File: src/rtl/ysyx_23060332_ifu_pkg.sv
// Shared IFU definitions for the NPC core.
// State encodings are one-hot so that valid outputs decode glitch-free.
package ysyx_23060332_ifu_pkg;

    localparam int INST_W = 32;
    localparam int ADDR_W = 32;

    localparam logic [ADDR_W-1:0] RESET_PC_DEF = 32'h8000_0000;
    localparam logic [INST_W-1:0] INST_NOP     = 32'h0000_0013;

    typedef enum logic [4:0] {
        IFU_IDLE = 5'b00001,
        IFU_REQ  = 5'b00010,
        IFU_WAIT = 5'b00100,
        IFU_OUT  = 5'b01000,
        IFU_ERR  = 5'b10000
    } ifu_state_e;

    function automatic logic misaligned(input logic [ADDR_W-1:0] a);
        return a[1:0] != 2'b00;
    endfunction

endpackage

File: src/rtl/ysyx_23060332_pc_reg.sv
// Program counter: reset value, +4 advance, redirect load.
// Flags a redirect whose target is not word aligned.
module ysyx_23060332_pc_reg
    import ysyx_23060332_ifu_pkg::*;
#(
    parameter logic [31:0] RESET_PC = RESET_PC_DEF
) (
    input  logic        clk,
    input  logic        rst_n,
    input  logic        adv_i,
    input  logic        load_i,
    input  logic [31:0] load_addr_i,
    output logic [31:0] pc_o,
    output logic [31:0] pc_d_o,
    output logic        misalign_o
);

    logic [31:0] pc_q;
    logic [31:0] pc_d;

    // Redirect wins over sequential advance; +4 wraps modulo 2^32.
    always_comb begin
        pc_d = pc_q;
        if (load_i) begin
            pc_d = load_addr_i;
        end else if (adv_i) begin
            pc_d = pc_q + 32'd4;
        end
    end

    always_ff @(posedge clk) begin
        if (!rst_n) begin
            pc_q <= RESET_PC;
        end else begin
            pc_q <= pc_d;
        end
    end

    assign pc_o       = pc_q;
    assign pc_d_o     = pc_d;
    assign misalign_o = load_i & misaligned(load_addr_i);

endmodule

File: src/rtl/ysyx_23060332_ifu.sv
// Instruction fetch unit: PC ownership, imem request/response,
// valid/ready hand-off to decode and EXU redirect handling.
module ysyx_23060332_ifu
    import ysyx_23060332_ifu_pkg::*;
#(
    parameter logic [31:0] RESET_PC = RESET_PC_DEF
) (
    input  logic        clk,
    input  logic        rst_n,
    input  logic        jump_flag,
    input  logic [31:0] jump_addr,
    output logic        imem_req_valid,
    input  logic        imem_req_ready,
    output logic [31:0] imem_req_addr,
    input  logic        imem_rsp_valid,
    input  logic [31:0] imem_rsp_data,
    input  logic        imem_rsp_err,
    output logic        inst_valid,
    input  logic        inst_ready,
    output logic [31:0] inst_o,
    output logic [31:0] inst_addr,
    output logic        fetch_err
);

    ifu_state_e  state_q, state_d;
    logic [31:0] req_addr_q, req_addr_d;
    logic [31:0] inst_q, inst_d;
    logic [31:0] inst_addr_q, inst_addr_d;
    logic        drop_q, drop_d;
    logic        err_q, err_d;

    logic [31:0] pc;
    logic [31:0] pc_next;
    logic        pc_adv;
    logic        pc_load;
    logic        misalign;
    logic        active;

    assign active  = (state_q == IFU_REQ) || (state_q == IFU_WAIT)
                  || (state_q == IFU_OUT);
    assign pc_load = jump_flag & active;
    assign pc_adv  = (state_q == IFU_OUT) & inst_ready & ~jump_flag;

    ysyx_23060332_pc_reg #(
        .RESET_PC (RESET_PC)
    ) u_pc_reg (
        .clk         (clk),
        .rst_n       (rst_n),
        .adv_i       (pc_adv),
        .load_i      (pc_load),
        .load_addr_i (jump_addr),
        .pc_o        (pc),
        .pc_d_o      (pc_next),
        .misalign_o  (misalign)
    );

    always_comb begin
        state_d     = state_q;
        req_addr_d  = req_addr_q;
        inst_d      = inst_q;
        inst_addr_d = inst_addr_q;
        drop_d      = drop_q;
        unique case (state_q)
            IFU_IDLE: begin
                state_d    = IFU_REQ;
                req_addr_d = pc;
            end
            IFU_REQ: begin
                if (misalign) begin
                    state_d = IFU_ERR;
                end else begin
                    if (jump_flag) begin
                        drop_d = 1'b1;
                    end
                    if (imem_req_ready) begin
                        state_d = IFU_WAIT;
                    end
                end
            end
            IFU_WAIT: begin
                // A redirect arriving with the response also kills it.
                if (misalign) begin
                    state_d = IFU_ERR;
                end else if (imem_rsp_valid) begin
                    if (drop_q || jump_flag) begin
                        drop_d     = 1'b0;
                        req_addr_d = pc_next;
                        state_d    = IFU_REQ;
                    end else if (imem_rsp_err) begin
                        state_d = IFU_ERR;
                    end else begin
                        inst_d      = imem_rsp_data;
                        inst_addr_d = req_addr_q;
                        state_d     = IFU_OUT;
                    end
                end else if (jump_flag) begin
                    drop_d = 1'b1;
                end
            end
            IFU_OUT: begin
                if (misalign) begin
                    state_d = IFU_ERR;
                end else if (inst_ready || jump_flag) begin
                    req_addr_d = pc_next;
                    state_d    = IFU_REQ;
                end
            end
            IFU_ERR: begin
                state_d = IFU_ERR;
            end
            default: begin
                state_d = IFU_IDLE;
            end
        endcase
        err_d = err_q | (state_d == IFU_ERR);
    end

    always_ff @(posedge clk) begin
        if (!rst_n) begin
            state_q     <= IFU_IDLE;
            req_addr_q  <= RESET_PC;
            inst_q      <= INST_NOP;
            inst_addr_q <= RESET_PC;
            drop_q      <= 1'b0;
            err_q       <= 1'b0;
        end else begin
            state_q     <= state_d;
            req_addr_q  <= req_addr_d;
            inst_q      <= inst_d;
            inst_addr_q <= inst_addr_d;
            drop_q      <= drop_d;
            err_q       <= err_d;
        end
    end

    assign imem_req_valid = (state_q == IFU_REQ);
    assign inst_valid     = (state_q == IFU_OUT);
    assign imem_req_addr  = req_addr_q;
    assign inst_o         = inst_q;
    assign inst_addr      = inst_addr_q;
    assign fetch_err      = err_q;

endmodule

File: config.mk
export PLATFORM = sky130hd
export DESIGN_NAME = ysyx_23060332_ifu
export DESIGN_NICKNAME = d
export VERILOG_FILES = /design/src/rtl/ysyx_23060332_ifu_pkg.sv /design/src/rtl/ysyx_23060332_pc_reg.sv /design/src/rtl/ysyx_23060332_ifu.sv
export SDC_FILE = /design/constraint.sdc
export NUM_CORES = 1
export LEC_CHECK = 0
export CELL_PAD_IN_SITES_DETAIL_PLACEMENT = 1
export CELL_PAD_IN_SITES_GLOBAL_PLACEMENT = 2
export CORE_ASPECT_RATIO = 0.5
export CORE_MARGIN = 2
export CORE_UTILIZATION = 29
export CTS_CLUSTER_DIAMETER = 60
export DETAILED_ROUTE_END_ITERATION = 6
export GPL_TIMING_DRIVEN = 0
export PLACE_DENSITY_LB_ADDON = 0.1
export SETUP_SLACK_MARGIN = 0.02
export SLEW_MARGIN = 30
export SYNTH_ARGS = -nofsm -noshare
export SYNTH_HDL_FRONTEND = slang
export SYNTH_SLANG_ARGS = --single-unit
File: constraint.sdc
create_clock -name clk -period 3.7 [get_ports clk]
set_clock_uncertainty 0.2 [all_clocks]
set_input_delay 0.555 -clock clk [delete_from_list [all_inputs] [get_ports clk]]
set_output_delay 0.555 -clock clk [all_outputs]
set_load 0.02 [all_outputs]
==> results.ini <==
[synth]
yosysTopAreaCellShare = 0.437
synthArstFlopShare = 0
synth_compound_area_frac = 0.214
ys_types = 63
synth_most_common_cell = nand2_1
synth-simple-area-share = 0.247
synth_mux_area_frac = 0.00970
postSynthAreaPerCell_sq_um = 7.82
synth_top_family_by_area = simple AND/OR/NAND/NOR gates
synth_common_cells = nand2_1, dfxtp_1, a21oi_1, o21ai_0, clkbuf_1
synth_nets = 864
seq_area_frac_synth = 0.437
yosysTopAreaCell = dfxtp_1
synthAdderAreaFrac = 0.00202
synth_xor_area_frac = 0.0340
netlist_area_sq_um = 6190
yosys-top-cells-area = dfxtp_1, nand2_1, a21oi_1, o21ai_0, a21boi_0
synth_warnings = 0
ys.flop_type = dfxtp_1
synth_seq_cells = 135
synth_edf_count = 0
syn_inst = 792

[clock_tree]
clk_path_buf_depth = 2
cts-buffers-inserted = 17
clk_pin_slew_ns = 0.06
cts_hold_buf = 0
cts_tree = built
cts-root-buf = clkbuf_16
cts_setup_buffers = 0
clock-sinks = 135
htreeDepth = 4
cts_resized = 2
worstSkewPairLatency_ns = 0.43

[sta]
rsz0062_at_grt = no
relSlewSlack = 0.392
layout_min_cycle_time_ns = 3.44
finalHoldViolCount = 0
fin_ws_ns = 0.264
fin_crit_sh = 0.929
fmax_ghz = 0.291
worstMarginPinSlew_ns = 0.911
setup_viol = 0
slew_violations = 0

[global_routing]
first_global_vias = 6444
overflow = 0
grt_usage = 0.240
antenna_found_initial = 0
grt_max_degree = 17
grt_pass1_wl_mm = 40.2

[drt]
vias = 6537
top_layer = met4
vias_per_cell = 5.16
drc = 0
detail_route.wl_per_cell_um = 21.2
drt-met1-wl_mm = 13.6
drt_iter0_markers = 367
routed-wl-met2_mm = 11.0
drt-total-wl_mm = 26.8
antenna_left = 0
routed-wl-met3_mm = 1.71
first_pass_iters = 4

[finish]
multi_input_area_sq_um = 3160
syn_to_final_growth_pct = 43.1
fillers = 2499
drive_gt1_frac = 0.0726
final_nets = 1051
ff_latch_area_sq_um = 2700
final_cells = 1266
fin_util = 0.427

[floorplanning]
core_sq_um = 20700
die_h_um = 107
core.rowCount = 37
initial_utilization = 0.299
die_area_sq_um = 22600
io_pins = 170
dieWidth_um = 211

[worst_setup_path]
start_kind = flip-flop
end_kind = flip-flop
worstSetupPathType = flip-flop to flip-flop
critPathRequiredTime_ns = 3.85
path_max_fanout = 11
arrival_ns = 3.58

[placed_design]
dpl.cell_count = 1234
gp_congestion = 0.879
place_ws_ns = -0.435
dp_hpwl_mm = 19.9
io_buffers = 169

[power_and_ir_drop]
ir_drop_uv = 330
p_leak_uw = 0.00301
power_density_nw_per_um2 = 540

[min_path]
hold_path_class = flip-flop to flip-flop

[run]
maxCapViolations = 0

[outcome]
outcome = finished, final reports clean

==> critical path: stages, from the launching register on <==
cell and delay, ns:
dfxtp_1 0.35, clkbuf_1 0.38, xor2_1 0.51, o2111a_1 0.28
clkbuf_1 0.55, clkbuf_1 0.75, a21oi_1 0.16, a21oi_1 0.17
==> placed cells by master (no fill, tap or decap), drive strengths merged, types with 15 or more instances in the layout <==
| cell type | instances |
|---|---|
| nand2 | 207 |
| clkbuf | 70 |
| a21oi | 73 |
| a21boi | 32 |
| dfxtp | 135 |
| a31oi | 18 |
| nor2 | 37 |
| clkdlybuf4s50 | 169 |
| nand3 | 24 |
| o21ai | 59 |
| xnor2 | 15 |
| nor3 | 15 |
==> power by group <==
group / switching (uW) / leakage, uW / internal [uW] / total (uW)
clock network: 707 / 0.000296 / 1090 / 1800
logic: 743 / 0.00162 / 479 / 1220
registers: 165 / 0.00109 / 1600 / 1760
==> through the flow <==
stage / cell area [sq um] / TNS (ns) / total power (uW) / hold WS (ns)
final: 8860 / 0 / 4780 / 0.255
after global routing: 8860 / 0 / 4970 / 0.271
after CTS: 8840 / 0 / 4790 / 0.258
after detailed placement: 8230 / -6.06 / 2980 / 0.246
after global placement: 8220 / -6.79 / 2980 / 0.242
after floorplan: 6190 / 0 / 2330 / 0.243
==> flip-flops by register name (all words and copies together) (netlist names) <==
name	count
imem_req_addr	32
inst_o	32
fetch_err	1
drop_q	1
u_pc_reg.pc_o	32
state_q	5
inst_addr	32
==> final cells by class <==
| class | count | area share |
|---|---|---|
| Multi-Input combinational cell | 585 | 0.356 |
| Sequential cell | 135 | 0.305 |
| Antenna cell | 1 | 0.000282 |
| Timing Repair Buffer | 169 | 0.191 |
| Clock buffer | 20 | 0.0515 |
| Buffer | 60 | 0.0356 |
| Inverter | 11 | 0.00466 |
| Clock inverter | 12 | 0.0171 |
| Tap cell | 273 | 0.0385 |
==> layer usage <==
layer / GRT usage / vias to the layer above
met2: 0.353 / 193
li1: - / 3117
met1: 0.345 / 3197
met4: 0.0679 / 0
met3: 0.0613 / 30
met5: 0 / -
==> worst paths after layout <==
path                         startpoint                      endpoint  slack, ns  depth (start not counted)
setup / recovery  state_q[3]$_SDFF_PN0_  u_pc_reg.pc_o[14]$_SDFF_PN0_       0.26                          7
hold / removal     fetch_err$_SDFF_PN0_          fetch_err$_SDFF_PN0_       0.26                          1
setup reg to reg  state_q[3]$_SDFF_PN0_  u_pc_reg.pc_o[14]$_SDFF_PN0_       0.26                          7
hold reg to reg    fetch_err$_SDFF_PN0_          fetch_err$_SDFF_PN0_       0.26                          1
==> cell families (layout without fill, tap and decap cells) <==
logic type	after synthesis	count (layout)
fa+ha+maj	1	1
flops	135	135
buf+inv	72	272
xor+xnor	24	24
simple gates	336	336
other cells	0	1
compound gates	218	218
mux	6	6
Note: power is estimated with default switching activity, not from simulation.
